===== src/rtl/sd_spi_cmd_receiver_if.sv =====
// SD-over-SPI command receiver bus: the serial lines from the host plus the frame-queue handshake and status.
// A frame leaves the queue on each clock where io_out_valid && io_out_ready; head fields hold while valid and not popped.
interface sd_spi_cmd_receiver_if #(parameter int ARG_WIDTH = 32);
  logic                 io_SPI_CLK;
  logic                 io_SPI_CS;
  logic                 io_SPI_DI;
  logic                 io_out_valid;
  logic                 io_out_ready;
  logic [5:0]           io_out_cmd;
  logic [ARG_WIDTH-1:0] io_out_arg;
  logic                 io_out_crc_ok;
  logic                 io_frame_err;
  logic                 io_overflow;
  logic                 io_busy;
  logic [2:0]           io_state;

  modport master (
    output io_SPI_CLK, io_SPI_CS, io_SPI_DI, io_out_ready,
    input  io_out_valid, io_out_cmd, io_out_arg, io_out_crc_ok,
           io_frame_err, io_overflow, io_busy, io_state
  );

  modport slave (
    input  io_SPI_CLK, io_SPI_CS, io_SPI_DI, io_out_ready,
    output io_out_valid, io_out_cmd, io_out_arg, io_out_crc_ok,
           io_frame_err, io_overflow, io_busy, io_state
  );
endinterface


===== src/rtl/sd_spi_cmd_receiver.sv =====
// Receives SD SPI-mode command frames from an oversampled SPI bus and queues them (cmd, arg, crc_ok).
// Define SD_SPI_CMD_CRC_CHECK_EN to build the CRC7 checker; otherwise io_out_crc_ok is always 1.
module sd_spi_cmd_receiver #(
  parameter int ARG_WIDTH  = 32,
  parameter int FIFO_DEPTH = 4,
  parameter int MSB_FIRST  = 1,
  parameter int CPOL       = 0
) (
  input logic             clock,
  input logic             reset,
  sd_spi_cmd_receiver_if.slave bus
);
  localparam int AW = $clog2(FIFO_DEPTH);
  localparam logic CPOL_B = (CPOL != 0);

  typedef enum logic [2:0] {
    S_IDLE = 3'd0, S_TBIT = 3'd1, S_CMD = 3'd2, S_ARG = 3'd3, S_CRC = 3'd4, S_END = 3'd5
  } state_t;

  // [1] is the synchronised value, sclk_q[2] the previous synchronised SPI clock
  logic [2:0] sclk_q, sclk_d;
  logic [1:0] cs_q, cs_d, di_q, di_d;
  logic       spi_edge, sample, di, cs;

  state_t               state_q, state_d;
  logic [4:0]           cnt_q, cnt_d;
  logic [5:0]           cmd_q, cmd_d;
  logic [ARG_WIDTH-1:0] arg_q, arg_d;
  logic                 push_q, push_d;
  logic                 err_q, err_d;
  logic                 crc_ok_w;

  assign sclk_d   = {sclk_q[1:0], bus.io_SPI_CLK};
  assign cs_d     = {cs_q[0], bus.io_SPI_CS};
  assign di_d     = {di_q[0], bus.io_SPI_DI};
  assign spi_edge = CPOL_B ? (~sclk_q[1] & sclk_q[2]) : (sclk_q[1] & ~sclk_q[2]);
  assign cs       = cs_q[1];
  assign di       = di_q[1];
  assign sample   = spi_edge & ~cs;

  always_comb begin
    state_d = state_q;
    cnt_d   = cnt_q;
    cmd_d   = cmd_q;
    arg_d   = arg_q;
    push_d  = 1'b0;
    err_d   = 1'b0;
    if (cs) begin
      // deselect abandons any partial frame silently
      state_d = S_IDLE;
      cnt_d   = '0;
    end else if (sample) begin
      case (state_q)
        S_IDLE: if (!di) state_d = S_TBIT;
        S_TBIT: begin
          if (di) begin
            state_d = S_CMD;
            cnt_d   = 5'd5;
          end else begin
            state_d = S_IDLE;
            err_d   = 1'b1;
          end
        end
        S_CMD: begin
          cmd_d = (MSB_FIRST != 0) ? {cmd_q[4:0], di} : {di, cmd_q[5:1]};
          if (cnt_q == 5'd0) begin
            state_d = S_ARG;
            cnt_d   = 5'(ARG_WIDTH - 1);
          end else cnt_d = cnt_q - 5'd1;
        end
        S_ARG: begin
          arg_d = (MSB_FIRST != 0) ? {arg_q[ARG_WIDTH-2:0], di} : {di, arg_q[ARG_WIDTH-1:1]};
          if (cnt_q == 5'd0) begin
            state_d = S_CRC;
            cnt_d   = 5'd6;
          end else cnt_d = cnt_q - 5'd1;
        end
        S_CRC: begin
          if (cnt_q == 5'd0) state_d = S_END;
          else cnt_d = cnt_q - 5'd1;
        end
        S_END: begin
          state_d = S_IDLE;
          if (di) push_d = 1'b1;
          else    err_d  = 1'b1;
        end
        default: state_d = S_IDLE;
      endcase
    end
  end

  always_ff @(posedge clock) begin
    if (!reset) begin
      sclk_q  <= {3{CPOL_B}};
      cs_q    <= 2'b11;
      di_q    <= 2'b11;
      state_q <= S_IDLE;
      cnt_q   <= '0;
      cmd_q   <= '0;
      arg_q   <= '0;
      push_q  <= 1'b0;
      err_q   <= 1'b0;
    end else begin
      sclk_q  <= sclk_d;
      cs_q    <= cs_d;
      di_q    <= di_d;
      state_q <= state_d;
      cnt_q   <= cnt_d;
      cmd_q   <= cmd_d;
      arg_q   <= arg_d;
      push_q  <= push_d;
      err_q   <= err_d;
    end
  end

`ifdef SD_SPI_CMD_CRC_CHECK_EN
  logic [6:0] crc_q, crc_d, crc_rx_q, crc_rx_d;
  logic       fb;

  // serial CRC7, x^7 + x^3 + 1, fed in transmit order
  assign fb = di ^ crc_q[6];

  always_comb begin
    crc_d    = crc_q;
    crc_rx_d = crc_rx_q;
    if (state_q == S_IDLE) crc_d = '0;
    else if (sample && (state_q == S_TBIT || state_q == S_CMD || state_q == S_ARG))
      crc_d = {crc_q[5:0], 1'b0} ^ (fb ? 7'h09 : 7'h00);
    if (sample && state_q == S_CRC)
      crc_rx_d = (MSB_FIRST != 0) ? {crc_rx_q[5:0], di} : {di, crc_rx_q[6:1]};
  end

  always_ff @(posedge clock) begin
    if (!reset) begin
      crc_q    <= '0;
      crc_rx_q <= '0;
    end else begin
      crc_q    <= crc_d;
      crc_rx_q <= crc_rx_d;
    end
  end

  assign crc_ok_w = (crc_rx_q == crc_q);
`else
  assign crc_ok_w = 1'b1;
`endif

  // frame queue; the extra pointer bit separates full from empty
  logic [AW:0]          wr_q, wr_d, rd_q, rd_d;
  logic [5:0]           mem_cmd_q [FIFO_DEPTH], mem_cmd_d [FIFO_DEPTH];
  logic [ARG_WIDTH-1:0] mem_arg_q [FIFO_DEPTH], mem_arg_d [FIFO_DEPTH];
  logic                 mem_ok_q  [FIFO_DEPTH], mem_ok_d  [FIFO_DEPTH];
  logic                 ovf_q, ovf_d;
  logic                 empty, full, pop, push_ok;

  assign empty   = (wr_q == rd_q);
  assign full    = (wr_q[AW] != rd_q[AW]) && (wr_q[AW-1:0] == rd_q[AW-1:0]);
  assign pop     = ~empty & bus.io_out_ready;
  assign push_ok = push_q & (~full | pop);

  always_comb begin
    wr_d      = wr_q;
    rd_d      = rd_q;
    mem_cmd_d = mem_cmd_q;
    mem_arg_d = mem_arg_q;
    mem_ok_d  = mem_ok_q;
    ovf_d     = ovf_q | (push_q & full & ~pop);
    if (push_ok) begin
      mem_cmd_d[wr_q[AW-1:0]] = cmd_q;
      mem_arg_d[wr_q[AW-1:0]] = arg_q;
      mem_ok_d[wr_q[AW-1:0]]  = crc_ok_w;
      wr_d = wr_q + 1'b1;
    end
    if (pop) rd_d = rd_q + 1'b1;
  end

  always_ff @(posedge clock) begin
    mem_cmd_q <= mem_cmd_d;
    mem_arg_q <= mem_arg_d;
    mem_ok_q  <= mem_ok_d;
    if (!reset) begin
      wr_q  <= '0;
      rd_q  <= '0;
      ovf_q <= 1'b0;
    end else begin
      wr_q  <= wr_d;
      rd_q  <= rd_d;
      ovf_q <= ovf_d;
    end
  end

  assign bus.io_out_valid  = ~empty;
  assign bus.io_out_cmd    = empty ? 6'd0 : mem_cmd_q[rd_q[AW-1:0]];
  assign bus.io_out_arg    = empty ? '0 : mem_arg_q[rd_q[AW-1:0]];
  assign bus.io_out_crc_ok = empty ? 1'b0 : mem_ok_q[rd_q[AW-1:0]];
  assign bus.io_frame_err  = err_q;
  assign bus.io_overflow   = ovf_q;
  assign bus.io_busy       = (state_q != S_IDLE);
  assign bus.io_state      = state_q;
endmodule


===== src/flat_wrapper.sv =====
// flat-port wrapper written by rule: the top's interface ports become plain ports
module sd_spi_cmd_receiver_flat 
#(
  parameter int ARG_WIDTH  = 32,
  parameter int FIFO_DEPTH = 4,
  parameter int MSB_FIRST  = 1,
  parameter int CPOL       = 0
)
  (clock, reset, bus_io_SPI_CLK, bus_io_SPI_CS, bus_io_SPI_DI, bus_io_out_ready, bus_io_out_valid, bus_io_out_cmd, bus_io_out_arg, bus_io_out_crc_ok, bus_io_frame_err, bus_io_overflow, bus_io_busy, bus_io_state);
  sd_spi_cmd_receiver_if #(.ARG_WIDTH(ARG_WIDTH)) bus_i ();
  input logic clock;
  input logic reset;
  input wire logic [$bits(bus_i.io_SPI_CLK)-1:0] bus_io_SPI_CLK;
  input wire logic [$bits(bus_i.io_SPI_CS)-1:0] bus_io_SPI_CS;
  input wire logic [$bits(bus_i.io_SPI_DI)-1:0] bus_io_SPI_DI;
  input wire logic [$bits(bus_i.io_out_ready)-1:0] bus_io_out_ready;
  output wire logic [$bits(bus_i.io_out_valid)-1:0] bus_io_out_valid;
  output wire logic [$bits(bus_i.io_out_cmd)-1:0] bus_io_out_cmd;
  output wire logic [$bits(bus_i.io_out_arg)-1:0] bus_io_out_arg;
  output wire logic [$bits(bus_i.io_out_crc_ok)-1:0] bus_io_out_crc_ok;
  output wire logic [$bits(bus_i.io_frame_err)-1:0] bus_io_frame_err;
  output wire logic [$bits(bus_i.io_overflow)-1:0] bus_io_overflow;
  output wire logic [$bits(bus_i.io_busy)-1:0] bus_io_busy;
  output wire logic [$bits(bus_i.io_state)-1:0] bus_io_state;
  assign bus_i.io_SPI_CLK = bus_io_SPI_CLK;
  assign bus_i.io_SPI_CS = bus_io_SPI_CS;
  assign bus_i.io_SPI_DI = bus_io_SPI_DI;
  assign bus_i.io_out_ready = bus_io_out_ready;
  assign bus_io_out_valid = bus_i.io_out_valid;
  assign bus_io_out_cmd = bus_i.io_out_cmd;
  assign bus_io_out_arg = bus_i.io_out_arg;
  assign bus_io_out_crc_ok = bus_i.io_out_crc_ok;
  assign bus_io_frame_err = bus_i.io_frame_err;
  assign bus_io_overflow = bus_i.io_overflow;
  assign bus_io_busy = bus_i.io_busy;
  assign bus_io_state = bus_i.io_state;
  sd_spi_cmd_receiver #(.ARG_WIDTH(ARG_WIDTH), .FIFO_DEPTH(FIFO_DEPTH), .MSB_FIRST(MSB_FIRST), .CPOL(CPOL)) u_core (.clock(clock), .reset(reset), .bus(bus_i));
endmodule

===== config.mk =====
export PLATFORM = sky130hd
export DESIGN_NAME = sd_spi_cmd_receiver_flat
export DESIGN_NICKNAME = d
export VERILOG_FILES = /design/src/rtl/sd_spi_cmd_receiver_if.sv /design/src/rtl/sd_spi_cmd_receiver.sv /design/src/flat_wrapper.sv
export SDC_FILE = /design/constraint.sdc
export NUM_CORES = 1
export LEC_CHECK = 0
export ABC_AREA = 1
export BUFFER_PORTS_ARGS = -buffer_cell sky130_fd_sc_hd__buf_2
export CAP_MARGIN = 20
export CORE_MARGIN = 4
export CORE_UTILIZATION = 50
export CTS_BUF_LIST = sky130_fd_sc_hd__clkbuf_16
export CTS_CLUSTER_SIZE = 40
export DETAILED_ROUTE_END_ITERATION = 10
export GPL_TIMING_DRIVEN = 0
export PLACE_DENSITY_LB_ADDON = 0.05
export SYNTH_ARGS = -nofsm -noshare
export SYNTH_HDL_FRONTEND = slang
export SYNTH_SLANG_ARGS = --single-unit

===== constraint.sdc =====
create_clock -name clock -period 3.31 [get_ports clock]
set_clock_uncertainty 0.2 [all_clocks]
set_input_delay 0.662 -clock clock [delete_from_list [all_inputs] [get_ports clock]]
set_output_delay 0.662 -clock clock [all_outputs]
set_load 0.02 [all_outputs]

Yosys cells after proc, flatten, opt, wreduce, memory -nomap -nowiden
Cells that the tools add are included.
{"block": "totals", "register_bits": 218, "in_bits": 6, "output_inout_bits": 46}
{"block": "op_classes", "n_reduce_logical": 14, "order_cmp": 3, "n_addsub": 3, "eq_ne": 14, "mux": 33, "bitwise_logic": 20}
{"operator": "bitwise mux 128 bit", "count": 1}
{"operator": "two-way mux 32 bit", "count": 4}
{"operator": "binary-select mux 32 bit (select 2 bit)", "count": 1}
{"operator": "demux 32 bit (select 2 bit)", "count": 1}
{"operator": "bitwise mux 24 bit", "count": 1}
{"operator": "two-way mux 6 bit", "count": 4}
{"operator": "two-way mux 5 bit", "count": 4}
{"operator": "one-hot mux 5 bit (4 select lines)", "count": 1}
{"operator": "one-hot mux 3 bit (5 select lines)", "count": 1}
{"operator": "binary-select mux 6 bit (select 2 bit)", "count": 1}
{"operator": "demux 6 bit (select 2 bit)", "count": 1}
{"operator": "two-way mux 3 bit", "count": 4}
{"operator": "NOT 1 bit", "count": 9}
{"operator": "!= test 2 x 1 -> 1 bit, second input constant", "count": 4}
{"operator": "OR reduction 4 bit", "count": 2}
{"operator": "adder 3 x 1 -> 3 bit, second input constant", "count": 2}
{"operator": "AND 1 bit", "count": 6}
{"operator": "equality test 3 x 2 -> 1 bit, second input constant", "count": 2}
{"operator": "equality test 3 bit, second input constant", "count": 2}
{"operator": ">= comparator 3 bit, second input constant", "count": 2}
{"operator": "two-way mux 1 bit", "count": 6}
{"operator": "NOT 2 -> 3 bit", "count": 2}
{"operator": "AND reduction 3 bit", "count": 2}
{"operator": "logical NOT 5 bit", "count": 1}
{"operator": "19 further kinds", "count": 23}

Depth between registers and ports, before layout
Gate-level depths: netlist of the first run.
{"block": "logic_depth", "depth_word": 6, "ltp_mapped": 9, "depth_no_buf": 8}

Least setup slack after synthesis of the first run
OpenSTA, ideal clock, no wires.
{"block": "synth_path", "path_type": "flip-flop to flip-flop", "start": "register u_core.rd_q[0]", "end": "register u_core.mem_arg_q[0] in the netlist's numbering (enable)", "stages_incl_launch_ff": 7, "setup_time_ns": 0.433, "arrival_ns": 2.517, "period_less_slack_ns": 3.151, "slack_ns": 0.159, "cell_sequence": "dfxtp_1 -> buf_2 -> xor2_1 -> nor2_2 -> nand2_1 -> nand2_2 -> nor2_1"}
{"block": "synth_between", "elab_chain_cells": 5, "word_cells_on_any_way": 8, "cone_classes": "2 x eq/ne; 5 x bitwise; 1 x reduce/logical"}
{"item": "start: declaration", "line_no": "sd_spi_cmd_receiver.sv:149", "rtl": "logic [AW:0] wr_q, wr_d, rd_q, rd_d;"}
{"item": "start signal: assignment", "line_no": "sd_spi_cmd_receiver.sv:187", "rtl": "rd_q <= rd_d;"}
{"item": "equality test 3 bit / equality test 2 bit (equally long branches)", "line_no": "sd_spi_cmd_receiver.sv:156, sd_spi_cmd_receiver.sv:157"}
{"item": "NOT 1 bit / logical AND 1 bit (equally long branches)", "line_no": "sd_spi_cmd_receiver.sv:158, sd_spi_cmd_receiver.sv:157"}
{"item": "AND 1 bit / NOT 1 bit (equally long branches)", "line_no": "sd_spi_cmd_receiver.sv:158, sd_spi_cmd_receiver.sv:159"}
{"item": "bitwise OR 1 bit (*)", "line_no": "sd_spi_cmd_receiver.sv:159", "rtl": "assign push_ok = push_q & (~full | pop);"}
{"item": "AND 1 bit (*)", "line_no": "sd_spi_cmd_receiver.sv:159"}
{"item": "end signal: assignment", "line_no": "sd_spi_cmd_receiver.sv:179", "rtl": "mem_arg_q <= mem_arg_d;"}
{"item": "end: declaration", "line_no": "sd_spi_cmd_receiver.sv:151", "rtl": "logic [ARG_WIDTH-1:0] mem_arg_q [FIFO_DEPTH], mem_arg_d [FIFO_DEPTH];"}
Every way passes the cells marked *; elsewhere a longest branch is shown, timed or not.
A chain may end at the register's enable or synchronous reset.

Final worst setup path of the first run
{"block": "layout_path", "start": "register u_core.rd_q[0]", "end": "output bus_io_out_arg[7]"}
{"block": "layout_between", "elab_chain_cells": 5, "word_cells_on_any_way": 6, "cone_classes": "1 x eq/ne; 4 x mux; 1 x bitwise"}
{"item": "NOT 2 -> 3 bit (not written as such)", "line_no": "sd_spi_cmd_receiver.sv:194", "rtl": "assign bus.io_out_arg = empty ? '0 : mem_arg_q[rd_q[AW-1:0]];"}
{"item": "binary-select mux 32 bit (select 2 bit)", "line_no": "sd_spi_cmd_receiver.sv:194"}
{"item": "two-way mux 32 bit (not written as such) (2 in a row)", "line_no": "sd_spi_cmd_receiver.sv:194"}
{"item": "two-way mux 32 bit (*)", "line_no": "sd_spi_cmd_receiver.sv:194"}
{"item": "end: declaration", "line_no": "flat_wrapper.sv:19", "rtl": "output wire logic [$bits(bus_i.io_out_arg)-1:0] bus_io_out_arg;"}
Every way passes the cells marked *; elsewhere a longest branch is shown, timed or not. The select of a mux whose other input is x is not followed.

==> summary.txt, run 1 <==
Floorplanning
  • Area of the die: 0.0196 sq mm
  • Row cnt: 48
  • Die X: 140 microns
  • Core Footprint: 0.0172 sq mm
  • Die height: 140 microns
  • Starting Density: 50.8%
  • Ports: 52

Logic synthesis
  • Syn_area_per_cell: 10.8 sq um
  • Seq/Total Area, Yosys: 67.9%
  • Post-synth EDFFs: 156
  • Synth top cells by count: 213 x nor2_1, 156 x edfxtp_1, 74 x nand2_1, 68 x inv_1, 62 x dfxtp_1
  • Cell Area, Synth: 0.00873 sq mm
  • Post-Synthesis Cells: 811
  • Largest area contributor in the netlist: edfxtp_1
  • Yosys top cell area share: 53.6%
  • Total number of yosys warnings: 0
  • Largest cells by area after synthesis: edfxtp_1 54%, dfxtp_1 14%, nor2_1 9.2%
  • Post-synth top flop: edfxtp_1
  • Post-Syn Nets: 823
  • Distinct cells, synth: 27
  • Ys async rst share: 0%
  • Synth Register Bits: 218
  • Most frequent cell after synthesis: nor2_1

Worst setup path
  • Required @ worst endpoint: 2.45 ns
  • CP Max Fanout: 10
  • Most frequent CP cell: buf_2
  • Slowest-stage cell, CP: clkbuf_1
  • Startpoint types: flip-flop
  • WP data arrival: 2.26 ns
  • CP Cell Sequence: buf_2, inv_2, clkbuf_1, nor2_1, o32ai_1, nand2_1, inv_1, buf_2
  • Setup CP Type: flip-flop to output port
  • Max incr delay on CP: 0.49 ns
  • CP Capture Type: output port

Clock tree
  • Clock latency on the worst-skew pair: 0.49 ns
  • Post-CTS sizing: 0
  • CTS max path bufs: 3
  • CTS clock-pin slew for the worst setup and hold paths: 0.06 ns
  • Post-CTS setup buffer count: 0
  • Num CTS Buffers: 22
  • Clock sink count: 218
  • Hold_buf cts: 0
  • Root buffer cell: clkbuf_16
  • CTS tree: done
  • H-tree lvl count: 1

Placed design
  • Placer Congestion: 0.827
  • Post-DP HPWL: 12,200 microns
  • Worst slack at placement: 0.711 ns
  • Placed Cells: 1,090
  • I/O Buffers: 50

Hold path
  • Hold/Removal Path Class: input pin to flip-flop

Layout
  • # nets final: 901
  • FF+latch area: 0.00593 sq mm
  • Fillers: 1,456
  • ANT cells: 0
  • Finished Layout Cells: 1,130
  • Multi-input logic area: 0.00232 sq mm
  • Share of cells above drive strength 1: 15.7%
  • Syn-to-layout area delta: 15.6%

Global routing
  • Global route overflow: 0
  • Vias in the first global route: 5,948
  • Largest net degree at the start of global routing: 27
  • GR Util All Layers: 19.7%
  • Initial antenna violation count: 0
  • First-pass GRT wire length: 30,900 microns

Drt
  • Wirelength, routed: 19,500 microns
  • Vias per std cell: 5.31
  • Drt pass-1 iters: 5
  • DR iter-0 viols: 425
  • Post-route ant nets: 0
  • Wire per inst: 17.2 microns
  • Vias: 5,997
  • # DRC: 0

STA
  • Hold Vio Cnt, Final: 0
  • Final worst-path cycle share: 94.2%
  • Final-report max-slew violation count: 0
  • Slew @ Worst Pin: 0.804 ns
  • # setup viols final: 0
  • Slew margin rel.: 46.3%
  • Fin crit period: 3.12 ns
  • Max Clk Rate: 321 MHz
  • RSZ-0062 raised after global routing: false
  • PnR worst setup slack: 0.191 ns

Pwr
  • Maximum vdd drop: 0.000345 V
  • Leakage: 4.73 nW
  • PwrDens: 523 mW/mm^2

Status
  • Status: finished, final reports clean

Job
  • Max_cap viols: 0
## registers in the layout (all words and copies together) (netlist names)
| register | count |
|---|---|
| u_core.mem_cmd_q | 24 |
| u_core.cs_q | 2 |
| u_core.di_q | 2 |
| u_core.cmd_q | 6 |
| u_core.cnt_q | 5 |
| u_core.arg_q | 32 |
| u_core.bus.io_state | 3 |
| u_core.sclk_q | 3 |
| u_core.bus.io_overflow | 1 |
| u_core.push_q | 1 |
| u_core.mem_arg_q | 128 |
| u_core.wr_q | 3 |
| u_core.bus.io_frame_err | 1 |
| u_core.mem_ok_q | 4 |
| u_core.rd_q | 3 |
## kinds of logic after synthesis
| family | after synthesis | share of synthesized area [%] |
|---|---|---|
| AND/OR/NAND/NOR | 319 | 14.7 |
| flip-flops | 218 | 67.9 |
| AO/OA/AOI/OAI | 146 | 10.0 |
| buffers and inverters | 116 | 5.90 |
| XOR/XNOR | 6 | 0.602 |
| adder cells (fa/ha/maj) | 6 | 0.860 |
## metrics by stage
stage	cell area, sq um	power [W]	utilization (%)	setup TNS (ns)	hold slack, ns
floorplan	8730	0.00296	-	0	0.190
global placement	9260	0.00297	53.9	-223.64	0.196
detailed placement	9380	0.00297	54.6	0	0.197
CTS	10100	0.00533	58.8	0	0.132
global route	10100	0.00546	58.8	0	0.148
finish	10100	0.00528	58.8	0	0.150
## critical path, delay by kind of cell, from the launching register on
family                 cells  cell delay (ns)
buffers and inverters      5             1.01
AND/OR/NAND/NOR            2             0.20
AO/OA/AOI/OAI              1             0.24
flip-flops                 1             0.31
## where the power goes
group | leakage (nW) | switching, W | internal (W)
Clock | 0.381 | 0.000972 | 0.00139
Sequential | 2.29 | 0.00000129 | 0.00289
Combinational | 2.06 | 0.0000158 | 0.00000756
Total | 4.73 | 0.000989 | 0.00429
## final timing paths
check,start,to,slack [ns],cells past startpoint
worst max register to register,u_core.rd_q[1]$_SDFFE_PN0P_,u_core.mem_arg_q[20]$_DFFE_PP_,0.76,7
worst min-delay path,bus_io_SPI_CLK,u_core.sclk_q[0]$_SDFF_PN0_,0.15,3
worst min register to register,u_core.cs_q[0]$_SDFF_PN1_,u_core.cs_q[1]$_SDFF_PN1_,0.21,1
worst max-delay path,u_core.rd_q[0]$_SDFFE_PN0P_,bus_io_out_arg[7],0.19,8
## cell type report
class                           instances  share of cell area [%]
Multi-Input combinational cell        477                    23.0
Clock inverter                         14                   0.595
Clock buffer                           26                    6.45
Sequential cell                       218                    58.7
Buffer                                 42                    2.36
Inverter                               74                    2.75
Timing Repair Buffer                   54                    3.35
Tap cell                              225                    2.79
## placed cells by master (no fill, tap or decap), drive strengths merged
| cell | count |
|---|---|
| nor2 | 219 |
| edfxtp | 156 |
| o21ai | 91 |
| inv | 82 |
| buf | 81 |
| nand2 | 79 |
| dfxtp | 62 |
| clkbuf | 41 |
| o32ai | 38 |
| a21oi | 17 |
| nand3 | 12 |
| or2 | 7 |
| ha | 6 |
| clkinv | 6 |
| xor2 | 5 |
| xnor2 | 1 |
| nand3b | 1 |
| nor3 | 1 |
## per-layer routing
metal  wire [microns]  global-route usage [%]
met5                0                       0
met4              280                    5.46
met3             1030                    2.90
met2             9740                    34.2
met1             8430                    26.0
No activity file was read; power rests on OpenSTA's default activity.
==> run 2, diff against run 1 <==
CTS_CLUSTER_DIAMETER = 150   (was default)
clock period = 2.9 ns   (was 3.31 ns; I/O delays follow)
==> summary.txt, run 2 (same netlist as run 1, synthesis figures left out) <==
Status
  • Status: finished, final reports clean

Global routing
  • First-pass GRT wire length: 30,200 microns
  • Vias in the first global route: 5,703
  • GR Util All Layers: 19.2%
  • Global route overflow: 0
  • Initial antenna violation count: 0
  • Largest net degree at the start of global routing: 42

Layout
  • ANT cells: 0
  • Syn-to-layout area delta: 11.9%
  • Register with the most flip-flops: u_core.mem_arg_q
  • # nets final: 888
  • Largest regs: u_core.mem_arg_q (128), u_core.arg_q (32), u_core.mem_cmd_q (24)
  • Max reg flops: 128
  • Commonest cells after routing, fill and taps aside: 209 x nor2_1, 156 x edfxtp_1, 74 x nand2_1
  • Commonest non-fill, non-tap cell in the layout: nor2_1
  • Final instance area: 0.00977 sq mm
  • Fillers: 1,487
  • Share of cells above drive strength 1: 15.7%

Worst setup path
  • Startpoint types: flip-flop
  • Max incr delay on CP: 0.34 ns
  • Slowest-stage cell, CP: dfxtp_1
  • Required @ worst endpoint: 2.12 ns
  • CP Cell Sequence: buf_2, buf_4, buf_4, o32ai_1, nand2_1, inv_1, buf_2
  • Setup CP Type: flip-flop to output port
  • CP Capture Type: output port
  • WP data arrival: 2.03 ns
  • CP Max Fanout: 10

STA
  • Hold Vio Cnt, Final: 0
  • Slew margin rel.: 46.2%
  • PnR worst setup slack: 0.0884 ns
  • Fin crit period: 2.81 ns
  • RSZ-0062 raised after global routing: true
  • Final worst-path cycle share: 97.0%
  • Max Clk Rate: 356 MHz
  • Slew @ Worst Pin: 0.806 ns
  • # setup viols final: 0
  • Final-report max-slew violation count: 0

Floorplanning
  • Die X: 140 microns
  • Die height: 140 microns
  • Row cnt: 48
  • Area of the die: 0.0196 sq mm
  • Starting Density: 50.8%
  • Ports: 52
  • Core Footprint: 0.0172 sq mm

Clock tree
  • Hold_buf cts: 0
  • Clock sink count: 218
  • CTS clock-pin slew for the worst setup and hold paths: 0.14 ns
  • Root buffer cell: clkbuf_16
  • Clock latency on the worst-skew pair: 0.47 ns
  • CTS max path bufs: 3
  • Num CTS Buffers: 9
  • H-tree lvl count: 1
  • CTS tree: done

Drt
  • Vias per std cell: 5.36
  • Vias: 5,904
  • Drt pass-1 iters: 6
  • # DRC: 0
  • DR iter-0 viols: 391
  • Wirelength, routed: 19,100 microns
  • Wire per inst: 17.4 microns
  • Post-route ant nets: 0

Job
  • Max_cap viols: 0

Placed design
  • Worst slack at placement: 0.338 ns
  • Post-DP HPWL: 12,200 microns
  • I/O Buffers: 50
  • Placed cell area: 0.00938 sq mm
  • Placer Congestion: 0.827

Pwr
  • Maximum vdd drop: 0.000495 V
  • Design Power: 0.00481 W
  • PwrDens: 492 mW/mm^2
  • Leakage: 4.56 nW

Hold path
  • Hold/Removal Path Class: input pin to flip-flop
==> run 2: worst paths after layout <==
path | endpoint | depth (start not counted) | slack, ns | start
max | bus_io_out_cmd[0] | 7 | 0.09 | u_core.rd_q[1]$_SDFFE_PN0P_
min reg2reg | u_core.sclk_q[1]$_SDFF_PN0_ | 2 | 0.23 | u_core.sclk_q[0]$_SDFF_PN0_
min | u_core.sclk_q[0]$_SDFF_PN0_ | 3 | 0.07 | bus_io_SPI_CLK
max reg2reg | u_core.mem_arg_q[2]$_DFFE_PP_ | 7 | 0.31 | u_core.rd_q[1]$_SDFFE_PN0P_
==> run 2: stage by stage <==
step | hold slack, ns | std cells | utilization [%] | TNS (ns)
2_1_floorplan | 0.190 | 811 | - | -38.11
3_3_place_gp | 0.196 | 1086 | 53.9 | -277.21
3_5_place_dp | 0.197 | 1090 | 54.6 | 0
4_1_cts | 0.0682 | 1102 | 56.4 | 0
5_1_grt | 0.0717 | 1102 | 56.9 | -0.0156
6_report | 0.0745 | 1102 | 56.9 | 0
==> run 2: what timing repair did <==
item | 4_1_cts | 5_1_grt
pin swaps | 0 | 0
gates resized for setup | 18 | 29
endpoints found under the setup margin | 34 | 39
setup buffers | 0 | 0
==> run 2: where the power goes <==
| part | switching (W) | internal (W) | total [W] |
|---|---|---|---|
| sequential | 0.00000144 | 0.00329 | 0.00330 |
| clock | 0.000897 | 0.000591 | 0.00149 |
| combinational | 0.0000179 | 0.00000863 | 0.0000266 |
==> run 2: worst max-delay path, delay by kind of cell (launching register included) <==
kind / cells / cell delay, ns
DFF: 1 / 0.34
and+or+nand+nor: 1 / 0.08
buffers and inverters: 5 / 0.81
AOI/OAI and AO/OA: 1 / 0.32
==> run 2: area by class of cell <==
type | count | area (sq um) | area share (%)
buffer | 42 | 318 | 3.25
multi-input combinational | 477 | 2370 | 24.3
sequential | 218 | 5930 | 60.6
clock buffer | 9 | 225 | 2.30
tap | 225 | 282 | 2.88
timing repair buffer | 54 | 338 | 3.46
inverter | 74 | 278 | 2.84
clock inverter | 3 | 37.5 | 0.384
==> run 2: metal layers <==
| layer | global-route usage [%] | routed length [microns] | vias up |
|---|---|---|---|
| li1 | - | - | 2872 |
| met1 | 26.0 | 8330 | 2847 |
| met4 | 4.18 | 244 | 0 |
| met2 | 33.6 | 9600 | 166 |
| met5 | 0 | 0 | - |
| met3 | 2.01 | 969 | 19 |
